<file path="src/rtl/core_seq_if.sv">
// core_seq_if: control inputs and status outputs of the instruction sequencer
interface core_seq_if #(
    parameter int XLEN       = 32,
    parameter int NUM_STAGES = 5,
    parameter int CNT_W      = 32
);
    logic                  stall;
    logic                  branch_taken;
    logic [XLEN-1:0]       branch_target;
    logic                  trap_req;
    logic [XLEN-1:0]       trap_vector;
    logic                  halt_req;
    logic                  resume;
    logic [2:0]            stage;
    logic [NUM_STAGES-1:0] stage_oh;
    logic [XLEN-1:0]       pc;
    logic                  wb_en;
    logic                  retire;
    logic                  misaligned;
    logic                  halted;
    logic [CNT_W-1:0]      instret;
    logic [CNT_W-1:0]      cycles;

    modport master (
        input  stall, branch_taken, branch_target, trap_req, trap_vector, halt_req, resume,
        output stage, stage_oh, pc, wb_en, retire, misaligned, halted, instret, cycles
    );

    modport slave (
        output stall, branch_taken, branch_target, trap_req, trap_vector, halt_req, resume,
        input  stage, stage_oh, pc, wb_en, retire, misaligned, halted, instret, cycles
    );
endinterface

</file>
<file path="src/rtl/core_seq.sv">
// core_seq: multi-cycle sequencer owning the PC, stage counter, halt state and retire/cycle counters
module core_seq #(
    parameter int              XLEN       = 32,
    parameter int              NUM_STAGES = 5,
    parameter logic [XLEN-1:0] RESET_PC   = '0,
    parameter int              PC_STEP    = 4,
    parameter int              CNT_W      = 32
) (
    input  logic       clk,
    input  logic       rst_n,
    core_seq_if.master bus
);
    typedef enum logic {RUN, HALTED} state_t;

    localparam logic [2:0] LAST = 3'(NUM_STAGES - 1);

    state_t           state_q, state_d;
    logic [2:0]       stage_q, stage_d;
    logic [XLEN-1:0]  pc_q, pc_d;
    logic [CNT_W-1:0] instret_q, instret_d;
    logic [CNT_W-1:0] cycles_q, cycles_d;
    logic             retire_q, misaligned_q;
    logic             commit, mis_c;

    // A writeback stage that is not stalled commits this cycle; redirect inputs matter only here
    assign commit = (state_q == RUN) && (stage_q == LAST) && !bus.stall;
    assign mis_c  = commit && !bus.trap_req && bus.branch_taken && |bus.branch_target[1:0];

    // Next state: stage advance, commit-time PC selection and halt entry, resume from HALTED
    always_comb begin
        state_d   = state_q;
        stage_d   = stage_q;
        pc_d      = pc_q;
        instret_d = instret_q;
        cycles_d  = cycles_q;
        if (state_q == HALTED) begin
            state_d = bus.resume ? RUN : HALTED;
        end else begin
            cycles_d = cycles_q + CNT_W'(1);
            if (commit) begin
                stage_d   = '0;
                instret_d = instret_q + CNT_W'(1);
                state_d   = bus.halt_req ? HALTED : RUN;
                pc_d      = (bus.trap_req || mis_c) ? bus.trap_vector :
                            bus.branch_taken        ? bus.branch_target :
                                                      pc_q + XLEN'(PC_STEP);
            end else begin
                stage_d = bus.stall ? stage_q : stage_q + 3'd1;
            end
        end
    end

    // State, PC and counters; reset abandons the instruction in flight
    always_ff @(posedge clk or negedge rst_n) begin
        if (!rst_n) begin
            state_q      <= RUN;
            stage_q      <= '0;
            pc_q         <= RESET_PC;
            instret_q    <= '0;
            cycles_q     <= '0;
            retire_q     <= 1'b0;
            misaligned_q <= 1'b0;
        end else begin
            state_q      <= state_d;
            stage_q      <= stage_d;
            pc_q         <= pc_d;
            instret_q    <= instret_d;
            cycles_q     <= cycles_d;
            retire_q     <= commit;
            misaligned_q <= mis_c;
        end
    end

    assign bus.stage      = stage_q;
    assign bus.stage_oh   = (state_q == HALTED) ? '0 : NUM_STAGES'(1) << stage_q;
    assign bus.pc         = pc_q;
    assign bus.wb_en      = commit;
    assign bus.retire     = retire_q;
    assign bus.misaligned = misaligned_q;
    assign bus.halted     = (state_q == HALTED);
    assign bus.instret    = instret_q;
    assign bus.cycles     = cycles_q;
endmodule
</file>
<file path="src/flat_wrapper.sv">
// flat-port wrapper written by rule: the top's interface ports become plain ports
module core_seq_flat 
#(
    parameter int              XLEN       = 32,
    parameter int              NUM_STAGES = 5,
    parameter logic [XLEN-1:0] RESET_PC   = '0,
    parameter int              PC_STEP    = 4,
    parameter int              CNT_W      = 32
)
  (clk, rst_n, bus_stall, bus_branch_taken, bus_branch_target, bus_trap_req, bus_trap_vector, bus_halt_req, bus_resume, bus_stage, bus_stage_oh, bus_pc, bus_wb_en, bus_retire, bus_misaligned, bus_halted, bus_instret, bus_cycles);
  core_seq_if #(.XLEN(XLEN), .NUM_STAGES(NUM_STAGES), .CNT_W(CNT_W)) bus_i ();
  input  logic clk;
  input  logic rst_n;
  input wire logic [$bits(bus_i.stall)-1:0] bus_stall;
  input wire logic [$bits(bus_i.branch_taken)-1:0] bus_branch_taken;
  input wire logic [$bits(bus_i.branch_target)-1:0] bus_branch_target;
  input wire logic [$bits(bus_i.trap_req)-1:0] bus_trap_req;
  input wire logic [$bits(bus_i.trap_vector)-1:0] bus_trap_vector;
  input wire logic [$bits(bus_i.halt_req)-1:0] bus_halt_req;
  input wire logic [$bits(bus_i.resume)-1:0] bus_resume;
  output wire logic [$bits(bus_i.stage)-1:0] bus_stage;
  output wire logic [$bits(bus_i.stage_oh)-1:0] bus_stage_oh;
  output wire logic [$bits(bus_i.pc)-1:0] bus_pc;
  output wire logic [$bits(bus_i.wb_en)-1:0] bus_wb_en;
  output wire logic [$bits(bus_i.retire)-1:0] bus_retire;
  output wire logic [$bits(bus_i.misaligned)-1:0] bus_misaligned;
  output wire logic [$bits(bus_i.halted)-1:0] bus_halted;
  output wire logic [$bits(bus_i.instret)-1:0] bus_instret;
  output wire logic [$bits(bus_i.cycles)-1:0] bus_cycles;
  assign bus_i.stall = bus_stall;
  assign bus_i.branch_taken = bus_branch_taken;
  assign bus_i.branch_target = bus_branch_target;
  assign bus_i.trap_req = bus_trap_req;
  assign bus_i.trap_vector = bus_trap_vector;
  assign bus_i.halt_req = bus_halt_req;
  assign bus_i.resume = bus_resume;
  assign bus_stage = bus_i.stage;
  assign bus_stage_oh = bus_i.stage_oh;
  assign bus_pc = bus_i.pc;
  assign bus_wb_en = bus_i.wb_en;
  assign bus_retire = bus_i.retire;
  assign bus_misaligned = bus_i.misaligned;
  assign bus_halted = bus_i.halted;
  assign bus_instret = bus_i.instret;
  assign bus_cycles = bus_i.cycles;
  core_seq #(.XLEN(XLEN), .NUM_STAGES(NUM_STAGES), .RESET_PC(RESET_PC), .PC_STEP(PC_STEP), .CNT_W(CNT_W)) u_core (.clk(clk), .rst_n(rst_n), .bus(bus_i));
endmodule
</file>
<file path="config.mk">
export PLATFORM = sky130hd
export DESIGN_NAME = core_seq_flat
export DESIGN_NICKNAME = d
export VERILOG_FILES = /design/src/rtl/core_seq_if.sv /design/src/rtl/core_seq.sv /design/src/flat_wrapper.sv
export SDC_FILE = /design/constraint.sdc
export NUM_CORES = 1
export LEC_CHECK = 0
export ABC_AREA = 1
export BUFFER_PORTS_ARGS = -buffer_cell sky130_fd_sc_hd__buf_4
export CAP_MARGIN = 20
export CORE_MARGIN = 2
export CORE_UTILIZATION = 54
export DETAILED_ROUTE_END_ITERATION = 8
export PLACE_DENSITY = 0.86
export SYNTH_ARGS = -nofsm -noshare
export SYNTH_HDL_FRONTEND = slang
export SYNTH_SLANG_ARGS = --single-unit
</file>
<file path="constraint.sdc">
create_clock -name clk -period 2.5 [get_ports clk]
set_clock_uncertainty 0.1 [all_clocks]
set_input_delay 0.25 -clock clk [delete_from_list [all_inputs] [get_ports clk]]
set_output_delay 0.25 -clock clk [all_outputs]
set_load 0.1 [all_outputs]
</file>
==> results of run 1 <==
synth_stat cells (4+ instances only):
cell type / instances
or2_2: 4
clkbuf_1: 16
nand4_1: 9
buf_2: 5
nand3_1: 53
nand2_1: 313
dfrtp_1: 102
inv_1: 89
nor3_1: 22
nand3b_1: 6
nor2_4: 6
nand2_2: 5
a21oi_1: 58
nor2_2: 10
nor2_1: 187
xor2_1: 38
xnor2_1: 20
o21ai_0: 21
ha_1: 8
o211ai_1: 5
worst paths after layout:
check                      slack [ns]  cells past startpoint                 from                    end
max in group asynchronous        1.34                      3                rst_n  u_core.bus.cycles[10]
min in group asynchronous        0.27                      2                rst_n  u_core.bus.cycles[15]
hold / removal                 0.0006                      2           bus_resume      u_core.bus.halted
setup reg to reg                 0.39                      9  u_core.bus.stage[1]      u_core.bus.pc[14]
setup / recovery                 0.20                      6  u_core.bus.stage[1]              bus_wb_en
hold reg to reg                  0.42                      2     u_core.bus.pc[1]       u_core.bus.pc[1]
placed cells by master (no fill, tap or decap), types with 21 or more instances in the layout:
master and count:
a21oi_1 58, buf_4 186, dfrtp_1 100, inv_1 89, nand2_1 313, nand3_1 53, nor2_1 185, nor3_1 22
o21ai_0 21, xor2_1 38
worst max-delay path, cell delays in order, from the launching register on:
cell	delay [ns]
dfrtp_2	0.43
inv_1	0.10
ha_1	0.16
nand2_1	0.15
nor2_4	0.18
buf_4	0.29
buf_6	0.27
state kept, by name, indices dropped and copies added, names as in the netlist:
name                   flops
u_core.bus.retire          1
u_core.bus.pc             32
u_core.bus.misaligned      1
u_core.bus.instret        32
u_core.bus.cycles         32
u_core.bus.stage           3
u_core.bus.halted          1
kinds of logic after synthesis:
family | count (synthesis) | synth area share, %
and+or+nand+nor | 627 | 39.5
buffers and inverters | 116 | 6.67
DFF | 102 | 37.9
AOI/OAI and AO/OA | 90 | 6.96
xor gates and xnor gates | 58 | 7.54
adders and majority gates | 8 | 1.49
timing repair:
action                                 CTS  global route
setup endpoints to repair                0             1
endpoints found under the hold margin   29             0
hold buffers                             2             0
gates resized for setup                  0             1
cell type report:
cell class                 instances  area [um^2]
sequential                       102         2550
fill                            1018         3470
timing repair buffer             191         1470
tap                              168          210
inverter                          92          345
clock buffer                       9          225
multi-input combinational        783         3750
clock inverter                     7         88.8
through the flow:
step | hold slack, ns | setup slack, ns | area [um^2]
after floorplan | -0.146 | -0.268 | 6750
after global placement | 0.108 | 0.497 | 8300
after detailed placement | 0.109 | 0.400 | 8300
after CTS | 0.00504 | 0.123 | 8640
after global routing | 0.00858 | 0.0717 | 8640
final | 0.000630 | 0.197 | 8640
layer usage:
metal | vias up | track usage, %
met1 | 3217 | 42.1
met2 | 283 | 44.8
li1 | 3512 | -
met3 | 18 | 3.82
met5 | - | 0
met4 | 0 | 7.22
report_power, final:
group          switching [mW]  internal (mW)
sequential              0.637           2.05
clock                   0.692          0.798
combinational            4.47           1.23
==> results by group, run 1 <==
Drt
  – Avg WL per Cell: about 14 um
  – Initial DRC count: 738
  – Final ANT Viol Nets: 0
  – Wl on met1: around 8800 um
  – Drc violations: 0
  – Met3 WL: approximately 1300 um
  – Total Wirelength: around 19000 um
  – Met2 WL: slightly below 9000 um
  – Max Used Layer: met4
  – Drt pass-1 iters: 7
  – Routed vias/inst: around 5.2
  – DR vias: about 7000

Floorplanning
  – Initial Util: a little under three fifths
  – Num rows: 40
  – Die Span Y: 116 um
  – Chip width: 116 um
  – Core Region: about 12000 um^2
  – Ports: ~180
  – Die ar.: about 13000 um^2

Clock tree
  – Worst-path clk slew: around 0.07 ns
  – Inserted Clock Buffers: 9
  – Clk_lat worst skew: roughly 0.36 ns
  – Post-CTS setup buffer count: 0
  – CTS tree: built
  – Clock tree buffer depth: 2
  – H-tree level count: 3
  – Clock Sinks: 102
  – Clock Tree Root: clkbuf_16

Synth
  – Post-synth EDFFs: 0
  – Flops & latches, synth: 102
  – Sequential share of the synthesized area: a little under two fifths
  – Share of the synthesized area in the top cell type: roughly 38%
  – Synth top area cells: dfrtp_1 (38%), nand2_1 (17%), nor2_1 (10%), inv_1 (5.0%), xor2_1 (4.9%)
  – Main synth FF type: dfrtp_1
  – Synthesized instance count: ~1000
  – Cell taking the most area after synthesis: dfrtp_1
  – Syn Std Cell Area: 6740 um^2
  – FFs w/ async S/R, synth: 100%
  – Synth warn: 0
  – Net count after synthesis: around 1100
  – Unique masters post-synth: 36
  – Synthesized area per cell: between 6 and 7 um^2

Final layout
  – Post-layout nets: approximately 1300
  – Utilization after layout: 71.3%
  – Layout Cells excl Fill: between 1000 and 1500
  – Layout cell share with drive strength beyond 1: about 21%
  – Area Overhead vs Synth: 28.2%
  – Diode count: 0

Global route
  – First-pass GRT wire length: 30400 um
  – Initial antenna violation count: 0
  – Total gr overflow: 0
  – Total track usage: around 29%
  – Largest net degree at the start of global routing: 48
  – Vias in the first global route: ~6300

Critical path
  – Largest fanout on the critical path: 24
  – Critical Setup Path Class: register to output port
  – WP data arrival: just under 2 ns
  – CP Capture Type: output port
  – Worst EP required: ~2.2 ns
  – Setup crit start kind: register

Timing
  – Final Max Tran Viols: 0
  – Tmin final: roughly 2.3 ns
  – RSZ-0062 raised after global routing: false
  – Hold Violations, Final: 0
  – Measured slew at the worst slew-check pin: between 0.6 and 0.7 ns
  – Fmax: 0.434 GHz
  – Endpoints failing setup: 0
  – Crit share post-route: roughly 90%
  – Slew headroom: a little under three fifths
  – Setup TNS: 0 ns

Place
  – Placed wire-length estimate: between 10000 and 15000 um
  – Dpl cells: around 1300
  – Port-buffer cells: between 150 and 200
  – Routability congestion estimate: between 0.9 and 1

Hold path
  – Hold Path Class: input pin to register

Power
  – Cell Pwr Density: around 1100 nW/um^2
  – Leakage: between 4 and 5 nW
  – Max rail drop VDD: about 0.77 mV
  – Power Total: 9.87 mW

Status
  – Status: finished clean

Run
  – Number of max-cap violations: 0
No activity file was read; power rests on OpenSTA's default activity.
==> run 2, diff against run 1 <==
SETUP_SLACK_MARGIN = 0.3   (was unset)
==> results by group, run 2 (same netlist as run 1, synthesis figures left out) <==
Critical path
  – Worst R2R Setup Slack: 0.39 ns (about the same)
  – Reg2Reg Launch Point: u_core.bus.stage[0]
  – Largest fanout on the critical path: 5 (-79%)
  – Cell family with most CP delay: simple AND/OR/NAND/NOR gates
  – Most frequent CP cell: nor2_4
  – Worst EP required: 2.65 ns (+0.50 ns)
  – Reg2reg end: u_core.bus.instret[20]
  – CP Capture Type: register
  – CP max-delay cell: dfrtp_4
  – Crit path cell chain: inv_2 -> ha_4 -> nand2_4 -> nor2_4 -> buf_6 -> nand2_2 -> nor2_4 -> nand3_4 -> nor2_4 -> nand2_1 -> xor2_1
  – Buf/Inv on CP: 2 (-1)
  – WP data arrival: 2.26 ns (+0.31 ns)
  – CP peak stage delay: 0.51 ns (+0.08 ns)
  – Setup crit start kind: register
  – Critical Setup Path Class: register to register
  – Cells on worst reg2reg path: 11 (+2)

Floorplanning
  – Die Span Y: 116 um (unchanged)
  – Core Region: 12100 um^2 (unchanged)
  – Chip width: 116 um (unchanged)
  – Die ar.: 13400 um^2 (unchanged)
  – Num rows: 40 (unchanged)
  – Initial Util: 55.6% (unchanged)
  – Ports: 179 (unchanged)

Final layout
  – Most common cell after layout, fill and taps aside: nand2_1
  – Post-layout nets: 1263 (+0.40%)
  – Layout cell share with drive strength beyond 1: 22.5% (+1.9 points)
  – Diode count: 0 (unchanged)
  – Area Overhead vs Synth: 30.2%
  – Most frequent cells in the layout: nand2_1 (312), buf_4 (188), nor2_1 (182)

Drt
  – Drt pass-1 iters: 5 (-2)
  – Total Wirelength: 19300 um (+0.76%)
  – Avg WL per Cell: 14.2 um (+0.39%)
  – Initial DRC count: 693 (-6.1%)
  – Final ANT Viol Nets: 0 (unchanged)
  – Drc violations: 0 (unchanged)
  – DR vias: 7137 (+1.5%)
  – Routed vias/inst: 5.26 (+1.1%)

Clock tree
  – Clk_lat worst skew: 0.36 ns (about the same)
  – Worst-path clk slew: 0.08 ns (about the same)
  – Inserted Clock Buffers: 9 (unchanged)
  – Clock tree buffer depth: 2 (unchanged)
  – CTS tree: built
  – Clock Tree Root: clkbuf_16
  – H-tree level count: 3 (unchanged)
  – Clock Sinks: 102 (unchanged)

Power
  – Combinational share of power: 58.1% (+0.4 points)
  – Design internal power: 4.16 mW (+2.1%)
  – Max rail drop VDD: 0.899 mV (+16%)
  – Sw Ratio: 58.5% (-0.26 points)
  – Cell Pwr Density: 1140 nW/um^2 (-0.14%)
  – NetSw: 5.86 mW (+0.97%)
  – Leakage: 4.32 nW (+0.84%)
  – Power Total: 10.0 mW (+1.4%)
  – Clock share of power: 14.9% (-0.2 points)
  – Sequential power share: 27.0% (-0.2 points)

Timing
  – Tmin final: 2.11 ns (-0.196 ns)
  – Endpoints failing setup: 0 (unchanged)
  – Slew headroom: 64.6% (+8.8 points)
  – Measured slew at the worst slew-check pin: 0.531 ns (-0.131 ns)
  – Final Max Tran Viols: 0 (unchanged)
  – Hold Violations, Final: 0 (unchanged)
  – Fmax: 0.475 GHz (+9.3%)
  – RSZ-0062 raised after global routing: false
  – Setup TNS: 0 ns (unchanged)
  – Crit share post-route: 84.3% (-7.8 points)

Global route
  – First-pass GRT wire length: 30500 um (+0.48%)
  – Total gr overflow: 0 (unchanged)
  – Total track usage: 28.7% (+0.12 points)
  – Largest net degree at the start of global routing: 63 (+31%)
  – Initial antenna violation count: 0 (unchanged)
  – Vias in the first global route: 6356 (+1.3%)

Run
  – Number of max-cap violations: 0 (unchanged)

Hold path
  – Hold depth: 3 (+1)
  – WHS Endpoint: u_core.bus.halted
  – Hold Path Class: input pin to register
  – Hold wc startpoint: bus_halt_req

Place
  – Routability congestion estimate: 0.918 (-0.64%)
  – Placed wire-length estimate: 14500 um (about the same)
  – Port-buffer cells: 178 (unchanged)

Status
  – Status: finished clean
run 2: cell types whose count changed in the layout (fill, tap and decap cells not counted), moves of 2 or more:
cell | before | now
dfrtp_1 | 100 | 87
dfrtp_2 | 2 | 13
nor2_1 | 185 | 182
buf_4 | 186 | 188
dfrtp_4 | 0 | 2
inv_1 | 89 | 87
inv_8 | 0 | 2
nand3_2 | 2 | 0
nand3_4 | 0 | 2
nor2_4 | 7 | 9
run 2: final cells by class:
cell class	instances	area, um^2
Fill cell	1011	3340
Multi-Input combinational cell	783	3810
Tap cell	168	210
Clock buffer	9	225
Inverter	92	347
Sequential cell	102	2580
Clock inverter	7	86.3
Timing Repair Buffer	196	1520
run 2: repair_timing:
| item | CTS | global route |
|---|---|---|
| buffers inserted | 1 | 3 |
| setup endpoints to repair | 5 | 42 |
| resized for setup | 7 | 13 |
| pin swaps | 1 | 3 |
| hold buffers | 3 | 0 |
| hold endpoints to repair | 42 | 0 |
run 2: worst max path at each step:
| stage | from | end | slack, ns | cells after the start |
|---|---|---|---|---|
| finish | u_core.bus.stage[0] | u_core.bus.instret[20] | 0.39 | 11 |
| global route | u_core.bus.stage[0] | u_core.bus.instret[14] | 0.31 | 11 |
| CTS | u_core.bus.stage[0] | u_core.bus.instret[20] | 0.29 | 11 |
| detailed placement | u_core.bus.stage[0] | u_core.bus.pc[2] | 0.29 | 10 |
| global placement | u_core.bus.stage[0] | u_core.bus.pc[2] | 0.41 | 10 |
| floorplan | u_core.bus.stage[1] | bus_stage_oh[4] | 0.31 | 4 |
run 2: metrics by stage:
stage	hold slack, ns	cells	instance area, um^2	utilization [%]	setup slack, ns
floorplan	-0.146	1001	6780	-	0.310
global placement	0.159	1334	8320	68.7	0.408
detailed placement	0.161	1334	8320	68.7	0.285
CTS	0.0134	1354	8700	71.8	0.288
global route	0.0322	1357	8770	72.4	0.309
finish	0.0125	1357	8770	72.4	0.393
run 2: routing by layer:
metal	wire (um)	share of wire, %	track usage, %
met2	8840	46	44.8
met1	8440	44	41.3
met5	0	0	0
met3	1580	8.2	4.08
met4	396	2.1	9.60
run 2: worst min-delay path: stages:
cell     delay, ns
buf_4         0.08
nand2_1       0.04
o21ai_0       0.07
run 2: power by group through the flow:
stage	registers [mW]	logic, mW	clock network (mW)
2_1_floorplan	5.39	1.68	0
3_3_place_gp	2.71	5.64	0
3_5_place_dp	2.71	5.71	0
4_1_cts	2.68	5.75	1.52
5_1_grt	2.77	6.12	1.58
6_report	2.71	5.81	1.49
==> run 3, diff against run 2 <==
clock period = 2.1 ns   (was 2.5 ns; I/O delays follow)
==> results by group, run 3 (same netlist as run 1, synthesis figures left out) <==
Status
  – Status: finished clean

Place
  – DP Worst Slack: 0.0684 ns (-0.217 ns)
  – Routability congestion estimate: 0.939 (+2.3%)
  – Port-buffer cells: 178 (unchanged)
  – Placed wire-length estimate: 15200 um (+4.4%)

Critical path
  – WP data arrival: 2.21 ns (-0.05 ns)
  – Critical Setup Path Class: register to register
  – CP peak stage delay: 0.46 ns (-0.05 ns)
  – Crit path cell chain: ha_2 -> nand3_1 -> nor3_1 -> inv_1 -> o21ai_0 -> nand2_1 -> nand2_1 -> o21ai_0
  – Cells on worst reg2reg path: 8 (-3)
  – Worst EP required: 2.23 ns (-0.42 ns)
  – CP Capture Type: register
  – Largest fanout on the critical path: 5 (unchanged)
  – CP max-delay cell: dfrtp_4
  – Setup crit start kind: register

Power
  – Max rail drop VDD: 0.987 mV (+9.7%)
  – Leakage: 4.76 nW (+10%)
  – Cell Pwr Density: 1300 nW/um^2 (+14%)

Timing
  – Tmin final: 2.08 ns (-0.0278 ns)
  – Final Max Tran Viols: 0 (unchanged)
  – Slew headroom: 64.2% (-0.37 points)
  – Fmax: 0.481 GHz (+1.3%)
  – Hold Violations, Final: 0 (unchanged)
  – Crit share post-route: 99.0% (+15 points)
  – Endpoints failing setup: 0 (unchanged)
  – Final worst slack: 0.0211 ns (-0.372 ns)
  – Measured slew at the worst slew-check pin: 0.536 ns (+0.00554 ns)
  – RSZ-0062 raised after global routing: true

Global route
  – Vias in the first global route: 7364 (+16%)
  – Initial antenna violation count: 0 (unchanged)
  – Total track usage: 35.4% (+6.7 points)
  – First-pass GRT wire length: 36600 um (+20%)
  – Total gr overflow: 0 (unchanged)
  – Largest net degree at the start of global routing: 39 (-38%)

Hold path
  – Hold Path Class: input pin to register
  – Hold depth: 3 (unchanged)

Final layout
  – Utilization after layout: 84.4% (+12 points)
  – Area Overhead vs Synth: 51.8%
  – Most common cell after layout, fill and taps aside: nand2_1
  – Most frequent cells in the layout: nand2_1 (300), buf_4 (203), nor2_1 (158)
  – Diode count: 0 (unchanged)
  – Layout cell share with drive strength beyond 1: 38.6% (+16 points)
  – Post-layout nets: 1316 (+4.2%)

Drt
  – Final ANT Viol Nets: 0 (unchanged)
  – Drc violations: 0 (unchanged)
  – Initial DRC count: 863 (+25%)
  – Routed vias/inst: 5.62 (+6.9%)
  – Drt pass-1 iters: 6 (+1)
  – Total Wirelength: 25000 um (+30%)
  – Avg WL per Cell: 17.7 um (+25%)
  – DR vias: 7926 (+11%)

Floorplanning
  – Chip width: 116 um (unchanged)
  – Die ar.: 13400 um^2 (unchanged)
  – Ports: 179 (unchanged)
  – Die Span Y: 116 um (unchanged)
  – Core Region: 12100 um^2 (unchanged)
  – Num rows: 40 (unchanged)
  – Initial Util: 55.6% (unchanged)

Clock tree
  – Worst-path clk slew: 0.07 ns (about the same)
  – Clock Sinks: 102 (unchanged)
  – Inserted Clock Buffers: 9 (unchanged)
  – H-tree level count: 3 (unchanged)
  – Clock Tree Root: clkbuf_16
  – CTS tree: built
  – Clock tree buffer depth: 2 (unchanged)
  – Clk_lat worst skew: 0.36 ns (about the same)

Run
  – Number of max-cap violations: 0 (unchanged)
## run 3: worst paths after layout
check	from	to	slack, ns
max	u_core.bus.instret[0]	u_core.bus.instret[24]	0.02
max in group asynchronous	rst_n	u_core.bus.cycles[17]	0.99
min reg2reg	u_core.bus.instret[8]	u_core.bus.instret[8]	0.39
min	bus_trap_vector[14]	u_core.bus.pc[14]	0.02
min in group asynchronous	rst_n	u_core.bus.instret[10]	0.27
max reg2reg	u_core.bus.instret[0]	u_core.bus.instret[24]	0.02
## run 3: final cells by class
class / instances / area [um^2]
clock buffer: 10 / 229
multi-input combinational: 783 / 4270
inverter: 92 / 360
timing repair buffer: 249 / 2380
fill: 720 / 1880
sequential: 102 / 2720
tap: 168 / 210
clock inverter: 6 / 61.3
## run 3: repair_timing
action	CTS	global route
hold endpoints to repair	36	0
resized for setup	84	73
hold buffers	3	0
endpoints found under the setup margin	48	77
gates cloned	9	1
pin swaps	35	38
setup buffers	27	17
## run 3: critical path, delay by kind of cell, from the launching register on
kind | cells | cell delay [ns]
AOI/OAI and AO/OA | 2 | 0.35
adders and majority gates | 1 | 0.30
buffers and inverters | 1 | 0.13
DFF | 1 | 0.46
and+or+nand+nor | 4 | 0.61
## run 3: per-layer routing
metal	up-vias	global-route usage [%]	share of wire, %
li1	3606	-	-
met1	3700	43.5	37
met2	501	58.9	48
met3	119	6.59	9.2
met4	0	19.5	5.3
met5	-	0	0
## run 3: report_power, final
| part | internal (mW) | switching [mW] | total, mW |
|---|---|---|---|
| clock | 0.924 | 0.789 | 1.71 |
| sequential | 2.57 | 0.813 | 3.39 |
| combinational | 2.23 | 5.95 | 8.18 |
## run 3: stage by stage
| step | power [mW] | TNS, ns | instances | instance area [um^2] | hold slack, ns |
|---|---|---|---|---|---|
| 3_5_place_dp | 10.3 | 0 | 1337 | 8700 | 0.110 |
| 6_report | 13.3 | 0 | 1410 | 10200 | 0.0247 |
| 5_1_grt | 13.7 | -0.0365 | 1410 | 10200 | 0.0353 |
| 2_1_floorplan | 8.71 | 0 | 1001 | 7120 | -0.186 |
| 4_1_cts | 12.7 | 0 | 1392 | 9820 | 0.0177 |
| 3_3_place_gp | 10.2 | 0 | 1337 | 8700 | 0.112 |
